$ cat src/rtl/tt_um_hoene_pkg.sv
// rtl/tt_um_hoene_pkg.sv - shared state encoding and frame/timeout defaults
package tt_um_hoene_pkg;

  localparam int DEF_FRAME_BITS = 32;
  localparam int DEF_TIMEOUT    = 200;

  typedef enum logic [1:0] {
    ST_IDLE    = 2'd0,
    ST_OWN     = 2'd1,
    ST_FORWARD = 2'd2,
    ST_ERROR   = 2'd3
  } state_t;

endpackage

$ cat src/rtl/tt_um_hoene_gap_timer.sv
// rtl/tt_um_hoene_gap_timer.sv - saturating idle-gap counter with expiry look-ahead
module tt_um_hoene_gap_timer #(
  parameter int W     = 8,
  parameter int LIMIT = 200
) (
  input  logic clk,
  input  logic rst,
  input  logic clear,
  input  logic enable,
  output logic expired
);

  logic [W-1:0] count;

  // Count idle cycles, restarting on clear and holding once LIMIT is reached.
  always_ff @(posedge clk) begin
    if (rst || clear) begin
      count <= '0;
    end else if (enable && (count != W'(LIMIT))) begin
      count <= count + 1'b1;
    end
  end

  // Flags the cycle whose edge brings the count to LIMIT; a clear in the same
  // cycle masks it so a late strobe always defers the timeout.
  assign expired = enable && !clear && (count >= W'(LIMIT - 1));

endmodule

$ cat src/rtl/tt_um_hoene_protocol_frame_controller.sv
// rtl/tt_um_hoene_protocol_frame_controller.sv - LED frame own/forward controller (option: PARITY_CHECK_EN)
module tt_um_hoene_protocol_frame_controller
  import tt_um_hoene_pkg::*;
#(
  parameter int FRAME_BITS = DEF_FRAME_BITS,
  parameter int TIMEOUT_W  = 8,
  parameter int TIMEOUT    = DEF_TIMEOUT
) (
  input  logic       clk,
  input  logic       rst,
  input  logic       in_clk,
  input  logic       in_data,
  input  logic       in_sync,
  input  logic       in_error,
  output logic [4:0] bit_counter,
  output logic [1:0] state,
  output logic       pwm_set,
  output logic       forward_en,
  output logic       error,
  output logic [7:0] frame_count
);

  localparam logic [4:0] LAST_BIT = 5'(FRAME_BITS - 1);

  state_t     st_q, st_n;
  logic [4:0] bit_n;
  logic [7:0] fc_n;
  logic       pwm_n;
  logic       timeout;
  logic       link_bad;

  tt_um_hoene_gap_timer #(
    .W     (TIMEOUT_W),
    .LIMIT (TIMEOUT)
  ) u_gap_timer (
    .clk     (clk),
    .rst     (rst),
    .clear   (in_clk),
    .enable  (1'b1),
    .expired (timeout)
  );

  assign link_bad = in_error || !in_sync;

`ifdef PARITY_CHECK_EN
  logic parity_q, parity_n;

  // Running XOR of the own-frame bits.
  always_ff @(posedge clk) begin
    if (rst) parity_q <= 1'b0;
    else     parity_q <= parity_n;
  end
`else
  logic unused_data;
  assign unused_data = in_data;
`endif

  // Next-state, bit/frame counters and the one-shot frame-accept pulse.
  always_comb begin
    st_n  = st_q;
    bit_n = bit_counter;
    fc_n  = frame_count;
    pwm_n = 1'b0;
`ifdef PARITY_CHECK_EN
    parity_n = parity_q;
`endif
    case (st_q)
      ST_IDLE: begin
        if (in_clk && in_sync && !in_error) begin
          st_n  = ST_OWN;
          bit_n = 5'd1;
`ifdef PARITY_CHECK_EN
          parity_n = in_data;
`endif
        end
      end
      ST_OWN: begin
        if (link_bad) begin
          st_n = ST_ERROR;
        end else if (timeout) begin
          st_n  = ST_IDLE;
          bit_n = 5'd0;
          fc_n  = 8'd0;
        end else if (in_clk) begin
`ifdef PARITY_CHECK_EN
          parity_n = parity_q ^ in_data;
`endif
          if (bit_counter == LAST_BIT) begin
            bit_n = 5'd0;
`ifdef PARITY_CHECK_EN
            if (parity_q ^ in_data) begin
              st_n = ST_ERROR;
            end else begin
              st_n  = ST_FORWARD;
              pwm_n = 1'b1;
            end
`else
            st_n  = ST_FORWARD;
            pwm_n = 1'b1;
`endif
          end else begin
            bit_n = bit_counter + 5'd1;
          end
        end
      end
      ST_FORWARD: begin
        if (link_bad) begin
          st_n = ST_ERROR;
        end else if (timeout) begin
          st_n  = ST_IDLE;
          bit_n = 5'd0;
          fc_n  = 8'd0;
        end else if (in_clk) begin
          if (bit_counter == LAST_BIT) begin
            bit_n = 5'd0;
            if (frame_count != 8'hFF) fc_n = frame_count + 8'd1;
          end else begin
            bit_n = bit_counter + 5'd1;
          end
        end
      end
      default: begin
        if (timeout) begin
          st_n  = ST_IDLE;
          bit_n = 5'd0;
          fc_n  = 8'd0;
        end
      end
    endcase
  end

  // State and counter registers.
  always_ff @(posedge clk) begin
    if (rst) begin
      st_q        <= ST_IDLE;
      bit_counter <= 5'd0;
      frame_count <= 8'd0;
      pwm_set     <= 1'b0;
    end else begin
      st_q        <= st_n;
      bit_counter <= bit_n;
      frame_count <= fc_n;
      pwm_set     <= pwm_n;
    end
  end

  assign state      = st_q;
  assign forward_en = (st_q == ST_FORWARD);
  assign error      = (st_q == ST_ERROR);

endmodule

$ cat config.mk
export PLATFORM = sky130hd
export DESIGN_NAME = tt_um_hoene_protocol_frame_controller
export DESIGN_NICKNAME = d
export VERILOG_FILES = /design/src/rtl/tt_um_hoene_pkg.sv /design/src/rtl/tt_um_hoene_gap_timer.sv /design/src/rtl/tt_um_hoene_protocol_frame_controller.sv
export SDC_FILE = /design/constraint.sdc
export NUM_CORES = 1
export LEC_CHECK = 0
export BUFFER_PORTS_ARGS = -buffer_cell sky130_fd_sc_hd__buf_2
export CAP_MARGIN = 20
export CORE_MARGIN = 3
export CORE_UTILIZATION = 59
export CTS_CLUSTER_DIAMETER = 30
export DETAILED_ROUTE_END_ITERATION = 16
export PLACE_DENSITY = 0.89
export SYNTH_ARGS = -nofsm -noshare
export SYNTH_HDL_FRONTEND = slang
export SYNTH_SLANG_ARGS = --single-unit
export TNS_END_PERCENT = 10
$ cat constraint.sdc
create_clock -name clk -period 5.6 [get_ports clk]
set_input_delay 0.56 -clock clk [delete_from_list [all_inputs] [get_ports clk]]
set_output_delay 0.56 -clock clk [all_outputs]
set_load 0.02 [all_outputs]
==> Word-level counts from Yosys, hierarchy flattened <==
Index checks and enable logic that the tools add are counted.
{ "word_totals": {"ff_bits": 24, "in_bits": 6, "out_inout_bits": 18, "wordCells": 67} }
{ "classes": {"n_addsub": 3, "magnitude_cmp": 1, "n_eq_ne": 16, "mux": 24, "bitwise": 3, "reduce_logical": 15} }
{ "op_table": {"columns": ["op", "count"], "rows": [
  ["8-bit 2-to-1 mux", 7],
  ["5-bit 2-to-1 mux", 6],
  ["8-bit case mux with 3 select lines", 1],
  ["8-bit by 1-bit adder with 8-bit output, second input constant", 2],
  ["8-bit inequality test, second input constant", 2],
  ["2-bit 2-to-1 mux", 7],
  ["5-bit case mux with 2 select lines", 1],
  ["3-bit by 1-bit inequality test with 1-bit output, second input constant", 3],
  ["8-bit greater-or-equal comparator, second input constant", 1],
  ["2-bit inequality test, second input constant", 4],
  ["4-bit inequality test, second input constant", 2],
  ["2-bit case mux with 3 select lines", 1],
  ["6-bit AND reduction", 1],
  ["5-bit by 1-bit adder with 5-bit output, second input constant", 1],
  ["5-bit == test, second input constant", 1],
  ["5-bit OR reduction", 1],
  ["2-bit == test, second input constant", 2],
  ["4-bit AND reduction", 1],
  ["1-bit logical AND", 3],
  ["1-bit logical NOT", 3],
  ["3-bit by 2-bit inequality test with 1-bit output, second input constant", 1],
  ["1-bit NOT", 3],
  ["3-bit AND reduction", 1],
  ["3-bit nonzero test", 1],
  ["other kinds (5)", 6]
]} }

==> Logic depth before layout (Yosys ltp) <==
Gate-level depths: netlist of run 1.
{ "depth": {"depth_word": 7, "ltp_mapped": 9, "depth_no_buf": 8} }

==> Modules after synthesis <==
From an unflattened synthesis of run 1, not the netlist that was laid out.
{ "unflattened": {"hier_cells": 188, "area_unflattened_um2": 1512.7} }
{ "modules_own_cells": {"columns": ["module", "n_inst", "cells_each", "area_per_inst_um2", "seq_area_each_um2"], "rows": [
  ["tt_um_hoene_protocol_frame_controller", 1, 135, 1084.8, 320.3],
  ["tt_um_hoene_gap_timer", 1, 53, 427.9, 160.2]
]} }

==> Worst setup path after synthesis of run 1 <==
No wires, ideal clock.
{ "synth_timing": {"path_kind": "register to register", "from": "reg st_q[0] (netlist: state[0])", "to": "reg frame_count[3]", "setup_ps": 70, "arrival_ps": 2320, "required_time_ps": 5530, "setup_slack_ps": 3210, "path_stages_with_launch": 9, "path_buffers": 1, "synth_period_minus_slack_ps": 2390, "cell_sequence": "dfxtp_1 inv_1 ha_1 and4_1 a221oi_2 o21ai_1 buf_2 or3_1 a21oi_1"} }
{ "synth_via": {"elab_chain_cells": 3, "elab_cells_between_ends": 11, "classes_between": "7 x eq/ne; 1 x mux; 1 x bitwise; 2 x reduce/logical"} }
{ "synth_lines": {"columns": ["item", "line_no", "source"], "rows": [
  ["start, declared", "tt_um_hoene_protocol_frame_controller.sv:25", "state_t st_q, st_n;"],
  ["start signal, assigned", "tt_um_hoene_protocol_frame_controller.sv:140", "st_q <= st_n;"],
  ["2-bit == test *", null, null],
  ["via forward_en", "tt_um_hoene_protocol_frame_controller.sv:18", "output logic forward_en,"],
  ["3-bit by 1-bit inequality test with 1-bit output (no line), or another cell as far along", null, null],
  ["6-bit AND reduction (no line)", null, null],
  ["end signal, assigned", "tt_um_hoene_protocol_frame_controller.sv:142", "frame_count <= fc_n;"],
  ["end, declared", "tt_um_hoene_protocol_frame_controller.sv:20", "output logic [7:0] frame_count"]
]} }
Mark *: on every way through the listed nets, which the timed path passes. The rest lies on a longest branch.
A chain may end at the register's enable or synchronous reset.

==> Worst setup path after layout of run 1 <==
{ "layout_timing": {"from": "reg st_q[0] (netlist: state[0])", "to": "reg frame_count[5]"} }
{ "layout_via": {"elab_chain_cells": 3, "elab_cells_between_ends": 11, "classes_between": "7 x eq/ne; 1 x mux; 1 x bitwise; 2 x reduce/logical"} }
{ "layout_lines": {"columns": ["item", "line_no", "source"], "rows": [
  ["2-bit == test, or another cell as far along", "tt_um_hoene_protocol_frame_controller.sv:67", "case (st_q)"],
  ["3-bit by 1-bit inequality test with 1-bit output (no line), or another cell as far along", null, null],
  ["6-bit AND reduction (no line)", null, null]
]} }
Parallel ways exist; a longest one is shown, timed or not.

==> results of run 1 <==
## logic make-up (layout without fill, tap and decap cells)
kind of cell,Yosys count,in the layout
buf+inv,9,32
compound gates,36,36
fa+ha+maj,10,10
flops,24,24
xor+xnor,9,9
simple gates,69,69
## metrics by stage
step           utilization, %  hold WS (ps)  worst slack [ps]
6_report                74.28         519.7              2987
5_1_grt                 74.28         525.1              2812
4_1_cts                 74.28         516.2              3008
3_5_place_dp            72.54         496.1              3051
3_3_place_gp            72.54         468.2              3107
2_1_floorplan               -         542.1              3210
## registers in the layout, summed over array words and instances, names as in the netlist
register,count
pwm_set,1
frame_count,8
state,2
u_gap_timer.count,8
bit_counter,5
## cell usage in the layout, fill, tap and decap left out, types with 3 or more instances in the layout
cell	synthesis	final
sky130_fd_sc_hd__dfxtp_1	24	24
sky130_fd_sc_hd__buf_2	1	22
sky130_fd_sc_hd__nand2_1	12	12
sky130_fd_sc_hd__nor2_1	12	12
sky130_fd_sc_hd__a21oi_1	11	11
sky130_fd_sc_hd__nand3_1	10	10
sky130_fd_sc_hd__ha_1	10	10
sky130_fd_sc_hd__xor2_1	7	7
sky130_fd_sc_hd__inv_1	6	6
sky130_fd_sc_hd__nor3_1	6	6
sky130_fd_sc_hd__o21ai_0	6	6
sky130_fd_sc_hd__or3_1	5	5
sky130_fd_sc_hd__nor4b_1	4	4
sky130_fd_sc_hd__and3_1	3	3
sky130_fd_sc_hd__clkbuf_4	0	3
## worst min-delay path: stages (launching register included)
cell	delay, ps
sky130_fd_sc_hd__dfxtp_1	350
sky130_fd_sc_hd__o21ai_0	80
sky130_fd_sc_hd__a21oi_1	60
## worst paths after layout
check                           slack [ps]  depth (start not counted)            from        endpoint
worst min-delay path                   520                          2  frame_count[7]  frame_count[7]
worst max-delay path                  2990                          7        state[0]  frame_count[5]
worst max register to register        2990                          7        state[0]  frame_count[5]
worst min register to register         520                          2  frame_count[7]  frame_count[7]
## power groups by stage
stage / Clock [uW] / Combinational (uW) / Sequential (uW)
after floorplan: 0 / 101 / 200
after global placement: 0 / 130 / 194
after detailed placement: 0 / 135 / 195
after CTS: 94.9 / 136 / 191
after global routing: 104 / 157 / 193
final: 91.8 / 138 / 192
## cell type report
cell class / count / area (um2)
Clock buffer: 4 / 36.28
Fill cell: 176 / 535.5
Inverter: 6 / 22.52
Multi-Input combinational cell: 124 / 863.3
Sequential cell: 24 / 480.5
Tap cell: 27 / 33.78
Timing Repair Buffer: 22 / 110.1
## layer usage
layer  vias up  global-route usage [%]  share of wire [%]
met3         4                   5.995                5.7
met5         -                       0                  0
li1        623                       -                  -
met1       560                   27.69                 46
met2        37                   36.85                 48
met4         0                   7.469               0.65
==> qor_table.md, run 1 <==
| Group | Parameter | Value |
|:---|:---|:---|
| floorplan | Core area | 2082 um2 |
| clock network | CTS Hold Bufs | 0 |
| final layout | Final #Nets | 197 |
| worst setup path | Worst path top cell family by delay | simple AND/OR/NAND/NOR gates |
| clock network | TritonCTS clock tree | built |
| place | Half-perimeter wire length of the detailed placement result | 2.197 mm |
| route | Via-per-instance ratio | 5.913 |
| route | Number of DRC markers in iteration 0 | 36 |
| place | Count of port buffers added during placement | 22 |
| pwr | Worst ir drop on vdd | 0.2384 mV |
| worst setup path | Library cell contributing the largest single delay on the critical path | sky130_fd_sc_hd__or4_1 |
| floorplan | Die width | 54.48 um |
| timing | Slew of the pin with the lowest slew margin | 734.6 ps |
| clock network | Sink Count | 24 |
| clock network | Number of buffers on the longest clock path | 2 |
| worst hold path | Worst hold-check path type | flip-flop to flip-flop |
| route | DRT Pass-1 Iters | 4 |
| global route | Largest net degree at the start of global routing | 14 |
| floorplan | Number of standard-cell rows in the floorplan | 16 |
| timing | Largest clock skew in the final design | 3.319 ps |
| pwr | Power per Cell Area | 272.2 nW/um2 |
| timing | Max-slew violation count | 0 |
| global route | Wire length of the first global-routing pass | 4.809 mm |
| synthesis | Post-synthesis sequential element count | 24 |
| final layout | Synthesis-to-layout area growth | 11.55% |
| pwr | Leak | 0.0006340 uW |
| clock network | CTS Buf Count | 3 |
| clock network | Clock latency at the later pin of the worst-skew pair | 310 ps |
| route | DRC errors left | 0 |
| synthesis | Post-synthesis simple-gate area fraction | 27.89% |
| floorplan | Area enclosed by the die boundary | 2968 um2 |
| timing | Final count of hold timing violations | 0 |
| worst setup path | Data arrival time of the critical path | 2870 ps |
| synthesis | Number of distinct library cell variants in the gate-level netlist after synthesis | 46 |
| place | Area of placed instances | 1510 um2 |
| synthesis | Most used standard cells in the synthesized netlist | sky130_fd_sc_hd__dfxtp_1, sky130_fd_sc_hd__nand2_1, sky130_fd_sc_hd__nor2_1 |
| synthesis | Synth Area in Adders | 9.025% |
| route | Mean routed wirelength per cell | 14.09 um |
| synthesis | Mean cell area of the mapped netlist | 8.830 um2 |
| synthesis | Summed instance area of the synthesized netlist | 1386 um2 |
| pwr | Reported net switching power | 152.7 uW |
| final layout | Antenna diode instance count | 0 |
| pwr | Combinational Power Share | 32.7% |
| clock network | Total of cells resized after clock tree synthesis | 0 |
| place | RD Place Congestion | 0.8570 |
| synthesis | Area share of the largest cell type after synthesis | 34.66% |
| synthesis | Synth area leaders | sky130_fd_sc_hd__dfxtp_1, sky130_fd_sc_hd__ha_1, sky130_fd_sc_hd__xor2_1 |
| place | Number of instances in the placed design | 203 |
| final layout | Proportion of layout cells with a drive suffix above 1 | 21.11% |
| clock network | Number of levels in the clock H-tree | 1 |
| route | Number of routed nets with antenna violations | 0 |
| final layout | Summed area of non-filler cells in the final layout | 1546 um2 |
| global route | Global-route usage over all layers | 22.26% |
| route | Number of vias after detailed routing | 1224 |
| synthesis | Mux cell area share after synthesis | 0% |
| synthesis | Proportion of register bits with asynchronous set or reset after synthesis | 0% |
| worst setup path | WP buf/inv | 1 |
| global route | Overflow after GRT | 0 |
| worst setup path | Worst Path Class, Setup | flip-flop to flip-flop |
| synthesis | Fraction of synthesized cell area in xor and xnor cells | 5.686% |
| timing | Number of setup violations in the final report | 0 |
| synthesis | Cell with the most instances after synthesis | sky130_fd_sc_hd__dfxtp_1 |
| timing | Share of the clock period used by the worst path after layout | 46.66% |
| timing | Setup TNS | 0 ps |
| synthesis | Complex-gate fraction of the synthesized area | 19.68% |
| timing | Achievable frequency | 382.7 MHz |
| synthesis | Share of the yosys chip area belonging to registers | 34.66% |
| pwr | Internal Dissipation | 268.2 uW |
| timing | Min Tclk post-route | 2613 ps |
| global route | Initial antenna violation count | 0 |
| timing | Unrepaired setup endpoints after global routing | false |
| worst setup path | Largest driver fanout on the critical path | 13 |
| clock network | Post-CTS setup buffers | 0 |
| pwr | Sequential power share | 45.5% |
| pwr | Switching portion of total power | 36.28% |
| floorplan | Starting Density | 66.59% |
| worst setup path | Required @ worst endpoint | 5860 ps |
| floorplan | Die height | 54.48 um |
| outcome | Run status | finished clean |
| worst setup path | Critical path startpoint category | flip-flop |
| timing | Max transition margin | 50.70% |
| worst setup path | Longest individual stage delay on the worst path | 540 ps |
| pwr | Clk network pwr share | 21.8% |
| synthesis | Post-synth EDFFs | 0 |
| run | Number of max-cap violations | 0 |
| worst setup path | Critical path endpoint category | flip-flop |
| route | Total length of routed wires | 2.917 mm |
| global route | Number of global-route vias before repair | 1139 |
| floorplan | Top Ports | 24 |
| synthesis | Post-Synthesis Net Count | 173 |
| final layout | Final std cells w/o fill | 207 |
| synthesis | Number of warnings issued by yosys | 0 |
| worst setup path | CP Cell Sequence | inv_1 > ha_1 > or2_2 > a22oi_2 > o21ai_1 > or4_1 > a21oi_1 |
| synthesis | Combinational family with the most area after synthesis | simple AND/OR/NAND/NOR gates |
| pwr | Design Power | 420.9 uW |
| synthesis | Gate Count Post-Synth | 157 |
| synthesis | Post-synthesis cell type with the largest combined area | sky130_fd_sc_hd__dfxtp_1 |
| clock network | Cell at the root of the clock tree | sky130_fd_sc_hd__clkbuf_4 |
| synthesis | Most used flip-flop cell after synthesis | sky130_fd_sc_hd__dfxtp_1 |
| clock network | Clock-pin slew on the worst setup and hold paths | 130 ps |
No activity file was read; power rests on OpenSTA's default activity.
==> inputs of run 2 (changes only) <==
--- a/config.mk
+++ b/config.mk
@@ -5,13 +5,14 @@
 export SDC_FILE = /design/constraint.sdc
 export NUM_CORES = 1
 export LEC_CHECK = 0
+export ABC_AREA = 1
 export BUFFER_PORTS_ARGS = -buffer_cell sky130_fd_sc_hd__buf_2
 export CAP_MARGIN = 20
 export CORE_MARGIN = 3
-export CORE_UTILIZATION = 59
+export CORE_UTILIZATION = 51
 export CTS_CLUSTER_DIAMETER = 30
 export DETAILED_ROUTE_END_ITERATION = 16
-export PLACE_DENSITY = 0.89
+export PLACE_DENSITY = 0.82
 export SYNTH_ARGS = -nofsm -noshare
 export SYNTH_HDL_FRONTEND = slang
 export SYNTH_SLANG_ARGS = --single-unit
==> constraint.sdc (replaced) <==
create_clock -name clk -period 2.4 [get_ports clk]
set_input_delay 0.24 -clock clk [delete_from_list [all_inputs] [get_ports clk]]
set_output_delay 0.24 -clock clk [all_outputs]
set_load 0.02 [all_outputs]
==> run 2 against run 1 <==
Against the previous run: sequential power grew to 2.7 times the previous value; first-iteration DRC count grew 120%; clock-buffer cell count shrank 1; sequential share of layout area shrank 3.7 points; total power grew to 4.1 times the previous value; clock power grew to 3.2 times the previous value; register-to-register slack lost 2400 ps; core utilization shrank 12 points; largest power group is now combinational cells.
==> qor_table.md, run 2 <==
| Group | Parameter | Value | Delta |
|:---|:---|:---|:---|
| route | Total length of routed wires | 3.141 mm | was 2.917 mm |
| final layout | Largest registers in the final layout | frame_count x8, u_gap_timer.count x8, bit_counter x5 | unchanged |
| pwr | Reported net switching power | 786.5 uW | was 152.7 uW |
| pwr | Worst ir drop on vdd | 0.7011 mV | was 0.2384 mV |
| timing | Final WS setup | 556.0 ps | was 2987 ps |
| timing | Max transition margin | 59.00% | was 50.70% |
| worst setup path | Worst Path Class, Setup | flip-flop to flip-flop | unchanged |
| place | Count of port buffers added during placement | 22 | unchanged |
| pwr | Switching portion of total power | 45.36% | was 36.28% |
| timing | Slew of the pin with the lowest slew margin | 609.4 ps | was 734.6 ps |
| final layout | Antenna diode instance count | 0 | unchanged |
| pwr | Leak | 0.0008557 uW | was 0.0006340 uW |
| final layout | Commonest non-fill, non-tap cell in the layout | sky130_fd_sc_hd__nand2_1 | was sky130_fd_sc_hd__dfxtp_1 |
| worst setup path | Data arrival time of the critical path | 2070 ps | was 2870 ps |
| floorplan | Die width | 61.40 um | was 54.48 um |
| outcome | Run status | finished clean | unchanged |
| synthesis | Post-synthesis cell type with the largest combined area | sky130_fd_sc_hd__dfxtp_1 | unchanged |
| synthesis | Post-synth EDFFs | 0 | unchanged |
| global route | Initial antenna violation count | 0 | unchanged |
| timing | Setup TNS | 0 ps | unchanged |
| route | Number of vias after detailed routing | 1523 | was 1224 |
| place | Worst setup timing slack at the placement stage | 564.0 ps | was 3051 ps |
| floorplan | Top Ports | 24 | unchanged |
| clock network | Total of cells resized after clock tree synthesis | 0 | unchanged |
| final layout | Highest-count cells in the layout ignoring fill and taps | sky130_fd_sc_hd__nand2_1, sky130_fd_sc_hd__nor2_1, sky130_fd_sc_hd__inv_1, sky130_fd_sc_hd__dfxtp_1, sky130_fd_sc_hd__buf_2 | was sky130_fd_sc_hd__dfxtp_1, sky130_fd_sc_hd__buf_2, sky130_fd_sc_hd__nand2_1, sky130_fd_sc_hd__nor2_1, sky130_fd_sc_hd__a21oi_1 |
| floorplan | Die height | 61.40 um | was 54.48 um |
| route | DRT Pass-1 Iters | 4 | unchanged |
| timing | Largest clock skew in the final design | 10.02 ps | was 3.319 ps |
| synthesis | Share of the yosys chip area belonging to registers | 30.70% | was 34.66% |
| synthesis | Area share of the largest cell type after synthesis | 30.70% | was 34.66% |
| route | Number of DRC markers in iteration 0 | 79 | was 36 |
| clock network | Cell at the root of the clock tree | sky130_fd_sc_hd__clkbuf_4 | unchanged |
| final layout | Synthesis-to-layout area growth | 12.15% | was 11.55% |
| pwr | Power per Cell Area | 987.8 nW/um2 | was 272.2 nW/um2 |
| global route | Largest net degree at the start of global routing | 15 | was 14 |
| floorplan | Starting Density | 55.33% | was 66.59% |
| synthesis | Cell with the most instances after synthesis | sky130_fd_sc_hd__nand2_1 | was sky130_fd_sc_hd__dfxtp_1 |
| route | DRC errors left | 0 | unchanged |
| floorplan | Number of standard-cell rows in the floorplan | 19 | was 16 |
| timing | Min Tclk post-route | 1844 ps | was 2613 ps |
| place | Half-perimeter wire length of the detailed placement result | 2.399 mm | was 2.197 mm |
| pwr | Combinational Power Share | 53.2% | was 32.7% |
| pwr | Internal Dissipation | 947.5 uW | was 268.2 uW |
| global route | Overflow after GRT | 0 | unchanged |
| timing | Unrepaired setup endpoints after global routing | false | unchanged |
| clock network | CTS Buf Count | 3 | unchanged |
| timing | Max-slew violation count | 0 | unchanged |
| route | Via-per-instance ratio | 5.094 | was 5.913 |
| clock network | Number of levels in the clock H-tree | 1 | unchanged |
| pwr | Sequential power share | 29.6% | was 45.5% |
| worst setup path | Critical path endpoint category | flip-flop | unchanged |
| clock network | Number of buffers on the longest clock path | 2 | unchanged |
| global route | Wire length of the first global-routing pass | 5.416 mm | was 4.809 mm |
| timing | Number of setup violations in the final report | 0 | unchanged |
| final layout | Final #Nets | 285 | was 197 |
| clock network | CTS Hold Bufs | 0 | unchanged |
| synthesis | Most used flip-flop cell after synthesis | sky130_fd_sc_hd__dfxtp_1 | unchanged |
| final layout | FF/Latch Area | 480.5 um2 | unchanged |
| clock network | TritonCTS clock tree | built | unchanged |
| synthesis | Synth area leaders | sky130_fd_sc_hd__dfxtp_1, sky130_fd_sc_hd__nand2_1, sky130_fd_sc_hd__nor2_1 | was sky130_fd_sc_hd__dfxtp_1, sky130_fd_sc_hd__ha_1, sky130_fd_sc_hd__xor2_1 |
| worst setup path | Critical path startpoint category | flip-flop | unchanged |
| place | RD Place Congestion | 0.8281 | was 0.8570 |
| final layout | Fill cell count | 268 | was 176 |
| timing | Achievable frequency | 542.3 MHz | was 382.7 MHz |
| timing | Final count of hold timing violations | 0 | unchanged |
| floorplan | Core area | 2829 um2 | was 2082 um2 |
| clock network | Post-CTS setup buffers | 0 | unchanged |
| global route | Number of global-route vias before repair | 1248 | was 1139 |
| run | Number of max-cap violations | 0 | unchanged |
| synthesis | Summed instance area of the synthesized netlist | 1565 um2 | was 1386 um2 |
| final layout | Proportion of layout cells with a drive suffix above 1 | 13.43% | was 21.11% |
| synthesis | Most used standard cells in the synthesized netlist | sky130_fd_sc_hd__nand2_1, sky130_fd_sc_hd__nor2_1, sky130_fd_sc_hd__inv_1 | was sky130_fd_sc_hd__dfxtp_1, sky130_fd_sc_hd__nand2_1, sky130_fd_sc_hd__nor2_1 |
| synthesis | Number of warnings issued by yosys | 0 | unchanged |
| pwr | Clk network pwr share | 17.1% | was 21.8% |
| clock network | Clock latency at the later pin of the worst-skew pair | 330 ps | was 310 ps |
| timing | Share of the clock period used by the worst path after layout | 76.83% | was 46.66% |
| worst setup path | Largest driver fanout on the critical path | 7 | was 13 |
| synthesis | Number of distinct library cell variants in the gate-level netlist after synthesis | 28 | was 46 |
| synthesis | Post-Synthesis Net Count | 259 | was 173 |
| worst setup path | Required @ worst endpoint | 2620 ps | was 5860 ps |
| synthesis | Proportion of register bits with asynchronous set or reset after synthesis | 0% | unchanged |
| synthesis | Mean cell area of the mapped netlist | 6.441 um2 | was 8.830 um2 |
| worst hold path | Worst hold-check path type | input pin to flip-flop | was flip-flop to flip-flop |
| clock network | Clock-pin slew on the worst setup and hold paths | 140 ps | was 130 ps |
| route | Mean routed wirelength per cell | 10.51 um | was 14.09 um |
| floorplan | Area enclosed by the die boundary | 3770 um2 | was 2968 um2 |
| clock network | Sink Count | 24 | unchanged |
| global route | Global-route usage over all layers | 19.00% | was 22.26% |
| final layout | Area occupied by multi-input gates | 915.9 um2 | was 863.3 um2 |
| route | Number of routed nets with antenna violations | 0 | unchanged |
| synthesis | Post-synthesis sequential element count | 24 | unchanged |
| synthesis | Gate Count Post-Synth | 243 | was 157 |
[run 2: cell count changes after synthesis, moves of 4 or more]
cell and change:
sky130_fd_sc_hd__xor2_1 -6, sky130_fd_sc_hd__nor4b_1 -4, sky130_fd_sc_hd__nand3_1 +11, sky130_fd_sc_hd__o21ai_0 +5, sky130_fd_sc_hd__nor2_1 +26, sky130_fd_sc_hd__inv_1 +31, sky130_fd_sc_hd__nand2_1 +45, sky130_fd_sc_hd__or3_1 -4
[run 2: worst paths after layout]
| path | from | endpoint | slack [ps] | cells past startpoint |
|---|---|---|---|---|
| worst min-delay path | rst | frame_count[5] | 200 | 2 |
| worst min register to register | u_gap_timer.count[7] | u_gap_timer.count[7] | 500 | 2 |
| worst max-delay path | bit_counter[0] | frame_count[0] | 560 | 11 |
| worst max register to register | bit_counter[0] | frame_count[0] | 560 | 11 |
[run 2: cell type report]
cell class,instances,share of cell area [%]
clock buffers,3,1.283
clock inverters,1,1.711
inverters,38,8.125
multi-input cells,178,52.17
flip-flops and latches,24,27.37
well taps,31,2.210
repair buffers,24,7.128
[run 2: cells by family after synthesis]
group / synth area share (%)
buffers and inverters: 10.79
AND/OR/NAND/NOR: 36.77
XOR/XNOR: 1.679
adder cells (fa/ha/maj): 7.994
flip-flops: 30.70
AO/OA/AOI/OAI: 12.07
[run 2: worst max-delay path: stages (launching register included)]
cell                      delay [ps]
sky130_fd_sc_hd__dfxtp_1         420
sky130_fd_sc_hd__ha_1            190
sky130_fd_sc_hd__nand2_1          70
sky130_fd_sc_hd__nor2_1          100
sky130_fd_sc_hd__ha_1            200
sky130_fd_sc_hd__nand2_1          80
sky130_fd_sc_hd__inv_1            70
sky130_fd_sc_hd__nand2_1          60
sky130_fd_sc_hd__nand3_2         120
sky130_fd_sc_hd__nand3_1         230
sky130_fd_sc_hd__nand2_1         140
sky130_fd_sc_hd__a21oi_1          70
[run 2: stage by stage]
step           std cells  hold slack [ps]  utilization [%]  cell area [um2]  total power [uW]
4_1_cts              299            182.6            62.05             1755              1753
2_1_floorplan        243            387.2                -             1565              1234
5_1_grt              299            184.3            62.05             1755              1908
3_3_place_gp         295            463.4            60.19             1703              1427
6_report             299            200.0            62.05             1755              1734
3_5_place_dp         295            479.2            60.19             1703              1445
[run 2: routing by layer]
| layer | vias up | global-route usage (%) | part of all wire, % |
|---|---|---|---|
| li1 | 825 | - | - |
| met1 | 658 | 25.32 | 47 |
| met2 | 36 | 30.82 | 47 |
| met3 | 4 | 2.516 | 4.8 |
| met4 | 0 | 8.182 | 1.4 |
| met5 | - | 0 | 0 |
[run 2: power groups by stage]
stage / registers [uW] / logic (uW) / clock network, uW
after floorplan: 589 / 644 / 0
after global placement: 521 / 905 / 0
after detailed placement: 524 / 921 / 0
after CTS: 514 / 929 / 309
after global routing: 529 / 1050 / 330
final: 514 / 923 / 297
